File: config.mk
export PLATFORM = sky130hd
export DESIGN_NAME = fish_sprite_engine
export DESIGN_NICKNAME = d
export VERILOG_FILES = /design/src/rtl/fish_sprite_engine.sv
export SDC_FILE = /design/constraint.sdc
export NUM_CORES = 1
export LEC_CHECK = 0
export CORE_MARGIN = 8
export CORE_UTILIZATION = 55
export CTS_CLUSTER_SIZE = 28
export DETAILED_ROUTE_END_ITERATION = 6
export PLACE_DENSITY = 0.83
export SETUP_SLACK_MARGIN = 0.5
export SLEW_MARGIN = 20
export SYNTH_ARGS = -nofsm -noshare
export SYNTH_HDL_FRONTEND = slang
export SYNTH_HIERARCHICAL = 1
export SYNTH_SLANG_ARGS = --single-unit
File: constraint.sdc
create_clock -name clk -period 4.49 [get_ports clk]
set_input_delay 0.898 -clock clk [delete_from_list [all_inputs] [get_ports clk]]
set_output_delay 0.898 -clock clk [all_outputs]
set_load 0.01 [all_outputs]
File: src/rtl/fish_sprite_engine.sv
// Fish sprite engine: per-fish motion FSMs, catch reporting, and a two-stage
// pixel overlay fed by an external synchronous sprite ROM.

// One fish channel: position/motion state plus its stage-1 hit test.
module fish_channel #(
    parameter int SPR_W      = 40,
    parameter int SPR_H      = 35,
    parameter int H_RES      = 640,
    parameter int SPEED      = 1,
    parameter int HOOK_SPEED = 2,
    parameter int SURFACE_Y  = 60,
    parameter int ADDR_W     = 11
) (
    input  logic              clk,
    input  logic              rst_n,
    input  logic              frame_tick,
    input  logic              spawn_go,
    input  logic              spawn_dir,
    input  logic [9:0]        spawn_v,
    input  logic              hook_go,
    input  logic [9:0]        h_cnt,
    input  logic [9:0]        v_cnt,
    output logic              active,
    output logic              catch_evt,
    output logic              hit,
    output logic [ADDR_W-1:0] addr
);
    typedef enum logic [1:0] {IDLE, SWIM, HOOKED} state_t;

    localparam logic [10:0] H_END = 11'(H_RES + SPR_W);
    localparam logic [10:0] SPD   = 11'(SPEED);
    localparam logic [10:0] HSPD  = 11'(HOOK_SPEED);
    localparam logic [10:0] SURF  = 11'(SURFACE_Y);

    state_t      state, state_nx;
    logic [10:0] h_pos, h_nx, v_pos, v_nx;
    logic        dir, dir_nx;
    logic [10:0] h_ext, v_ext, col, row;
    logic        in_h, in_v;

    // State and position registers.
    always_ff @(posedge clk or negedge rst_n) begin
        if (!rst_n) begin
            state <= IDLE;
            h_pos <= '0;
            v_pos <= '0;
            dir   <= 1'b0;
        end else begin
            state <= state_nx;
            h_pos <= h_nx;
            v_pos <= v_nx;
            dir   <= dir_nx;
        end
    end

    // Spawn / swim / hook transitions; hook beats a same-cycle frame_tick.
    always_comb begin
        state_nx  = state;
        h_nx      = h_pos;
        v_nx      = v_pos;
        dir_nx    = dir;
        catch_evt = 1'b0;
        case (state)
            IDLE: begin
                if (spawn_go) begin
                    state_nx = SWIM;
                    v_nx     = {1'b0, spawn_v};
                    dir_nx   = spawn_dir;
                    h_nx     = spawn_dir ? 11'd0 : H_END;
                end
            end
            SWIM: begin
                if (hook_go) begin
                    state_nx = HOOKED;
                end else if (frame_tick) begin
                    if (!dir) begin
                        h_nx = (h_pos > SPD) ? h_pos - SPD : 11'd0;
                        if (h_pos <= SPD) state_nx = IDLE;
                    end else begin
                        h_nx = h_pos + SPD;
                        if (h_pos + SPD >= H_END) state_nx = IDLE;
                    end
                end
            end
            HOOKED: begin
                if (frame_tick) begin
                    v_nx = (v_pos > HSPD) ? v_pos - HSPD : 11'd0;
                    if (v_nx <= SURF) begin
                        state_nx  = IDLE;
                        catch_evt = 1'b1;
                    end
                end
            end
            default: state_nx = IDLE;
        endcase
    end

    // Sprite-box test and ROM address; dir=1 mirrors the column.
    always_comb begin
        h_ext  = {1'b0, h_cnt};
        v_ext  = {1'b0, v_cnt};
        active = (state != IDLE);
        in_h   = (h_ext + 11'(SPR_W) >= h_pos) && (h_ext < h_pos);
        in_v   = (v_ext >= v_pos) && (v_ext < v_pos + 11'(SPR_H));
        hit    = active && in_h && in_v;
        col    = dir ? (h_pos - h_ext - 11'd1) : (h_ext + 11'(SPR_W) - h_pos);
        row    = v_ext - v_pos;
        addr   = ADDR_W'(row) * ADDR_W'(SPR_W) + ADDR_W'(col);
    end
endmodule

module fish_sprite_engine #(
    parameter int          N_FISH     = 4,
    parameter int          IDW        = (N_FISH > 1) ? $clog2(N_FISH) : 1,
    parameter int          SPR_W      = 40,
    parameter int          SPR_H      = 35,
    parameter int          H_RES      = 640,
    parameter int          SPEED      = 1,
    parameter int          HOOK_SPEED = 2,
    parameter int          SURFACE_Y  = 60,
    parameter logic [11:0] KEY        = 12'h352,
    parameter int          ADDR_W     = 11
) (
    input  logic              clk,
    input  logic              rst_n,
    input  logic              pixel_en,
    input  logic [9:0]        h_cnt,
    input  logic [9:0]        v_cnt,
    input  logic              frame_tick,
    input  logic              spawn_valid,
    output logic              spawn_ready,
    input  logic [IDW-1:0]    spawn_id,
    input  logic              spawn_dir,
    input  logic [9:0]        spawn_v,
    input  logic              hook_valid,
    input  logic [IDW-1:0]    hook_id,
    output logic              caught_pulse,
    output logic [IDW-1:0]    caught_id,
    output logic [N_FISH-1:0] fish_active,
    output logic [ADDR_W-1:0] rom_addr,
    input  logic [11:0]       rom_data,
    output logic              background,
    output logic [11:0]       vga
);
    logic [N_FISH-1:0]             spawn_go, hook_go, catch_evt, hit;
    logic [N_FISH-1:0][ADDR_W-1:0] addr;
    logic [N_FISH-1:0]             pend, cand, low1;
    logic [IDW-1:0]                pick_id;
    logic                          sel_hit, hit1;
    logic [ADDR_W-1:0]             sel_addr;

    // Channel decode: ready follows the addressed channel's idle state.
    always_comb begin
        spawn_ready = 1'b0;
        for (int i = 0; i < N_FISH; i++)
            if (spawn_id == IDW'(i)) spawn_ready = !fish_active[i];
        for (int i = 0; i < N_FISH; i++) begin
            spawn_go[i] = spawn_valid && spawn_ready && (spawn_id == IDW'(i));
            hook_go[i]  = hook_valid && (hook_id == IDW'(i));
        end
    end

    for (genvar g = 0; g < N_FISH; g++) begin : g_ch
        fish_channel #(
            .SPR_W(SPR_W), .SPR_H(SPR_H), .H_RES(H_RES), .SPEED(SPEED),
            .HOOK_SPEED(HOOK_SPEED), .SURFACE_Y(SURFACE_Y), .ADDR_W(ADDR_W)
        ) u_ch (
            .clk       (clk),
            .rst_n     (rst_n),
            .frame_tick(frame_tick),
            .spawn_go  (spawn_go[g]),
            .spawn_dir (spawn_dir),
            .spawn_v   (spawn_v),
            .hook_go   (hook_go[g]),
            .h_cnt     (h_cnt),
            .v_cnt     (v_cnt),
            .active    (fish_active[g]),
            .catch_evt (catch_evt[g]),
            .hit       (hit[g]),
            .addr      (addr[g])
        );
    end

    // Lowest-id pending catch is reported first; the rest queue as bits.
    always_comb begin
        cand    = pend | catch_evt;
        low1    = cand & (~cand + 1'b1);
        pick_id = '0;
        for (int i = N_FISH - 1; i >= 0; i--)
            if (cand[i]) pick_id = IDW'(i);
    end

    // Catch report register: one id per clk.
    always_ff @(posedge clk or negedge rst_n) begin
        if (!rst_n) begin
            pend         <= '0;
            caught_pulse <= 1'b0;
            caught_id    <= '0;
        end else begin
            pend         <= cand & ~low1;
            caught_pulse <= |cand;
            if (|cand) caught_id <= pick_id;
        end
    end

    // Lowest-index hitting fish owns the pixel.
    always_comb begin
        sel_hit  = 1'b0;
        sel_addr = '0;
        for (int i = N_FISH - 1; i >= 0; i--)
            if (hit[i]) begin
                sel_hit  = 1'b1;
                sel_addr = addr[i];
            end
    end

    // Render stage 1: hit flag and ROM address (address holds on a miss).
    always_ff @(posedge clk or negedge rst_n) begin
        if (!rst_n) begin
            hit1     <= 1'b0;
            rom_addr <= '0;
        end else if (pixel_en) begin
            hit1 <= sel_hit;
            if (sel_hit) rom_addr <= sel_addr;
        end
    end

    // Render stage 2: colour-key test on the ROM word.
    always_ff @(posedge clk or negedge rst_n) begin
        if (!rst_n) begin
            background <= 1'b1;
            vga        <= 12'h000;
        end else if (pixel_en) begin
            if (hit1 && rom_data != KEY) begin
                background <= 1'b0;
                vga        <= rom_data;
            end else begin
                background <= 1'b1;
                vga        <= 12'h000;
            end
        end
    end
endmodule

=== After elaboration in Yosys (flattened, before gate mapping) ===
Cells that the tools add are included.

* Register bits after elaboration: 132
* Latch bits: 0
* RAM bits: 0
* Memory bits (read-only): 0
* Bits of input ports: 53
* Output and inout bits: 32
* Logic and storage cells: 330
* Memories: 0

* Add/sub/neg operators: 38
* Multipliers: 4
* Divide/modulo/power cells: 0
* Order comparisons: 36
* Equal/unequal tests: 47
* Shifts and indexed selects: 0
* Muxes and demuxes: 111
* Bitwise gates (word level): 5
* Reduce and logical (&&, ||, !) cells: 66

{| class="wikitable"
|+ Operators by type and width
! cell !! number
|-
| 2-to-1 mux 11 bit || 40
|-
| case mux 11 bit (2 select lines) || 8
|-
| < comparator 10 x 11 -> 1 bit || 8
|-
| subtractor 11 x 1 -> 11 bit (second input constant) || 8
|-
| 2-to-1 mux 2 bit || 36
|-
| adder 11 x 1 -> 11 bit (second input constant) || 4
|-
| adder 11 bit || 4
|-
| adder 11 x 6 -> 11 bit (second input constant) || 4
|-
| >= comparator 10 x 11 -> 1 bit || 4
|-
| >= comparator 11 x 10 -> 1 bit (second input constant) || 4
|-
| >= comparator 11 bit || 4
|-
| > comparator 11 x 1 -> 1 bit (second input constant) || 4
|-
| > comparator 11 x 2 -> 1 bit (second input constant) || 4
|-
| less-or-equal comparator 11 x 1 -> 1 bit (second input constant) || 4
|-
| less-or-equal comparator 11 x 6 -> 1 bit (second input constant) || 4
|-
| multiplier 11 x 3 -> 8 bit (second input constant) || 4
|-
| subtractor 10 x 11 -> 11 bit || 4
|-
| subtractor 11 x 10 -> 11 bit || 4
|-
| subtractor 11 bit || 4
|-
| subtractor 11 x 2 -> 11 bit (second input constant) || 4
|-
| logical AND 1 bit || 26
|-
| != test 2 bit (second input constant) || 12
|-
| case mux 2 bit (3 select lines) || 4
|-
| AND reduction 6 bit || 4
|-
| 22 further kinds || 101
|}

=== Depth between registers and ports, before layout ===
Gate-level depths: netlist of the first run.

* Depth after elaboration: 12
* Gate-level depth with buffers: 23
* Depth with buffers taken out: 23

=== Modules after synthesis ===
The synthesis of the first run kept the hierarchy.

{| class="wikitable"
|+ Modules (own cells, without submodules)
! module !! times used !! cells an instance !! area each (um2) !! seq. area each (um2)
|-
| fish_channel at g_ch[0].u_ch ... || 2 || 554 || 4305.4 || 625.6
|-
| fish_channel at g_ch[1].u_ch || 1 || 557 || 4496.8 || 625.6
|-
| fish_channel at g_ch[3].u_ch || 1 || 550 || 4311.6 || 625.6
|-
| fish_sprite_engine || 1 || 151 || 1561.5 || 777.0
|}

=== Worst setup path after synthesis of the first run ===
OpenSTA, ideal clock, no wires.

* Path type: input-to-reg
* Start point: input v_cnt[0]
* End point: register rom_addr[10]
* Library setup time: 0.127 ns
* Arrival: 4.407 ns
* Data required time: 4.363 ns
* Setup slack: -0.043 ns
* Cell stages on the path: 20
* Buffers on the path: 0
* Cells stage by stage: inv_1 -> ha_1 -> inv_1 -> fa_1 -> a21o_1 -> a21oi_2 -> xor2_2 -> xnor2_1 -> fa_1 -> ha_1 -> nand3_1 -> o211ai_1 -> o21ai_0 -> nand2b_1 -> a21oi_1 -> xnor2_1 -> xnor2_1 -> xnor2_1 -> a221oi_1 -> o31ai_1

{| class="wikitable"
|+ RTL lines
! element !! RTL line !! text
|-
| from (decl) || 128 || <nowiki>input logic [9:0] v_cnt,</nowiki>
|-
| to (signal assigned) || 224 || <nowiki>if (sel_hit) rom_addr <= sel_addr;</nowiki>
|-
| to (decl) || 140 || <nowiki>output logic [ADDR_W-1:0] rom_addr,</nowiki>
|}

==> flow_summary.yaml, run 1 <==
outcome:
  run_status: "finished, final reports clean"
sta:
  fmax_ghz: 0.229
  worst_pin_slew_ns: 1.09
  slew_headroom_pct: 26.5
  tns_ns: 0
  slew_viol_final: 0
  rsz0062_at_grt: "yes"
  setup_viol: 0
  whs_ns: 0.416
  fin_crit_ns: 4.37
  timing.final.crit_share_pct: 97.4
  fin_worst_skew_ns: 0.0116
  worst_slack_ns: 0.118
  final-hold-violation-count: 0
global_routing:
  overflow: 0
  antenna_found_initial: 0
  grt_max_degree: 75
  grt_use_total_pct: 30.8
  grt_pass1_wl_mm: 103
  grt_pass1_vias: 19400
yosys:
  ys_warn_count: 6
  async_reset_ff_share_pct: 100
  synth_edf_count: 0
  synth_cell_type_count: 104
  synth_area_um2: 19000
  avgSynthCellArea_um2: 8.02
  syn_inst: 2366
  ys_ff_latch: 131
  synthesis.nets: 2723
  seq_area_frac_synth_pct: 17.3
  ys.flop_type: "dfrtp_1"
finish:
  design_area_um2: 24200
  num-nets-final: 3092
  drive_gt1_share_pct: 21.7
  antenna_cells: 0
  syn_to_final_growth_pct: 27.7
placement:
  placed_cell_area_um2: 22500
  io_buffer_count: 84
  dpl_worst_slack_ns: -0.860
  place_hpwl_mm: 50.3
  globalplace.congestion: 0.987
setup_path:
  crit_path_start_kind: "primary input"
  rrSetupSlack_ns: 0.29
  cp.arrival_ns: 4.73
  regToRegStartpoint: "g_ch[2].u_ch/v_pos[2]"
  path_class: "primary input to register"
  endpoint_kind: "register"
  worstPathRequired_ns: 4.85
  startpoint: "h_cnt[3]"
  crit_fanout: 5
drt:
  drc: 0
  drtAntennaViolNets: 0
  vias: 20400
  avgViaCountPerCell: 6.37
  wl_mm: 67.2
  drt-initial-drc-count: 2001
  dr.pass1.iters: 6
  wl_per_cell_um: 21.0
floorplanning:
  die_area_um2: 40700
  pin_count: 85
  die_y_um: 202
  initial_utilization_pct: 55.4
  fp.dieW_um: 202
  core_area_um2: 34300
  rows: 68
clock_tree:
  cts.htree.levels: 4
  cts_tree: "built"
  clk-insertion-delay-late_ns: 0.45
  clkSlewWorstSetupHoldPaths_ns: 0.06
  hold_buffers: 0
  numCtsBuffers: 17
  cts_root_buf: "clkbuf_16"
  cts_buffer_depth: 2
  clkSinkCount: 131
run:
  maxCapViolations: 0
hold_path:
  hp-class: "primary input to async pin"
==> synthesized netlist by cell type, types with 5 or more instances <==
| library cell | instances | area, um^2 |
|---|---|---|
| ha_1 | 284 | 3550 |
| inv_1 | 195 | 732 |
| nand2_1 | 191 | 717 |
| o21ai_0 | 185 | 926 |
| nor2_1 | 167 | 627 |
| xnor2_1 | 160 | 1400 |
| a21oi_1 | 149 | 746 |
| dfrtp_1 | 130 | 3250 |
| a21o_1 | 55 | 413 |
| xor2_1 | 51 | 447 |
| nand2b_1 | 50 | 313 |
| nor3_1 | 48 | 240 |
| nand3_1 | 43 | 215 |
| nor2b_1 | 37 | 231 |
| o21ai_1 | 33 | 165 |
| clkbuf_1 | 32 | 120 |
| o31ai_1 | 32 | 240 |
| o21a_1 | 31 | 233 |
| mux2i_1 | 29 | 290 |
| a31oi_1 | 28 | 175 |
| nand4_1 | 28 | 175 |
| o22ai_1 | 28 | 175 |
| nor4_1 | 25 | 156 |
| a211oi_1 | 20 | 150 |
| fa_1 | 20 | 400 |
| buf_2 | 18 | 90.1 |
| a221oi_1 | 17 | 149 |
| a221o_1 | 16 | 160 |
| o211ai_1 | 15 | 113 |
| o2111ai_1 | 13 | 114 |
| buf_6 | 12 | 135 |
| a22oi_1 | 11 | 82.6 |
| a22o_1 | 9 | 78.8 |
| a32oi_1 | 9 | 78.8 |
| and3_1 | 9 | 56.3 |
| nand3b_1 | 9 | 67.6 |
| mux2_2 | 8 | 90.1 |
| or3_1 | 8 | 50.1 |
| buf_1 | 7 | 26.3 |
| o41ai_1 | 7 | 61.3 |
| o21bai_1 | 6 | 45.0 |
| nor3_4 | 5 | 81.3 |
| o2111a_1 | 5 | 56.3 |
| o31a_1 | 5 | 43.8 |
==> critical path, cell delays in order <==
cell and delay (ns):
clkdlybuf4s15_2 0.26, ha_2 0.24, xnor2_2 0.18, ha_1 0.28
a21o_1 0.17, a211o_1 0.28, a31oi_2 0.26, xnor2_1 0.16
nor2_1 0.05, a21oi_1 0.18, buf_4 0.16, ha_4 0.21
nand3_1 0.09, o211ai_1 0.11, o21ai_1 0.15, nand2b_1 0.09
a21oi_2 0.16, xnor2_1 0.15, xnor2_1 0.16, xnor2_1 0.14
o22ai_1 0.10, o31ai_1 0.23
==> registers in the layout (all words and copies together), names as in the netlist <==
name and cells:
hit1 1, g_ch.u_ch/v_pos 44, rom_addr 11, caught_id 2
g_ch.u_ch/state 8, vga 12, caught_pulse 1, background 1
g_ch.u_ch/h_pos 44, g_ch.u_ch/dir 4, pend 3
==> area by class of cell <==
type	count	area (um^2)
inverter	200	771
sequential	131	3280
tap	455	569
fill	2549	10100
clock buffer	21	460
multi-input combinational	1963	15500
timing repair buffer	421	3600
timing repair inverter	1	5.00
clock inverter	10	85.1
==> metal layers <==
metal / track usage (%) / up-vias / wire length (um)
li1: - / 9296 / -
met1: 39.2 / 9687 / 26800
met2: 49.9 / 1175 / 30400
met3: 5.24 / 253 / 6320
met4: 15.7 / 0 / 3710
met5: 0 / - / 0
==> what timing repair did <==
| action | CTS | global route |
|---|---|---|
| buffers inserted | 8 | 22 |
| resized for setup | 131 | 116 |
| endpoints found under the hold margin | 0 | 0 |
| pin swaps | 57 | 71 |
| gates cloned | 0 | 3 |
| endpoints found under the setup margin | 12 | 12 |
==> cells in the final DEF, fill, tap and decap left out, types with 31 or more instances in the layout <==
cell and count:
a21o_1 55, a21oi_1 125, buf_4 310, clkdlybuf4s50_1 72, dfrtp_1 129, ha_1 258
inv_1 188, nand2_1 191, nand2b_1 49, nand3_1 42, nor2_1 161, nor3_1 45
o21a_1 31, o21ai_0 157, o21ai_1 53, xnor2_1 144, xor2_1 50
==> kinds of logic after synthesis <==
family          after synthesis  share of synthesized area [%]
xor+xnor                    216                           10.2
flops                       131                           17.3
fa+ha+maj                   304                           20.8
simple gates                678                           18.3
compound gates              727                           25.3
mux                          38                           2.12
buf+inv                     272                           6.02
==> stage by stage <==
stage               utilization (%)  cells
floorplan                         -   2366
global placement               65.5   3138
detailed placement             65.5   3138
CTS                            68.5   3177
global route                   70.7   3202
finish                         70.7   3202
==> worst paths after layout <==
kind / endpoint / depth (start not counted)
setup / recovery: rom_addr[10] / 22
hold / removal: g_ch[3].u_ch/h_pos[0] / 1
setup reg to reg: rom_addr[10] / 19
hold reg to reg: caught_id[1] / 1
max in group asynchronous: g_ch[2].u_ch/v_pos[1] / 2
min in group clk: caught_id[1] / 1
Power of run 1 is not shown: default switching activity piles up to over one toggle a cycle in this logic, so the estimate is an artifact.
==> run 2: changes to the inputs <==
--- a/config.mk
+++ b/config.mk
@@ -5,6 +5,7 @@
 export SDC_FILE = /design/constraint.sdc
 export NUM_CORES = 1
 export LEC_CHECK = 0
+export ABC_CLOCK_PERIOD_IN_PS = 4490
 export CORE_MARGIN = 8
 export CORE_UTILIZATION = 55
 export CTS_CLUSTER_SIZE = 28
==> results of run 2 <==
Same layout as run 1: the final DEF is identical, and so are final timing and power.
Power of run 2 is left out for the same reason.
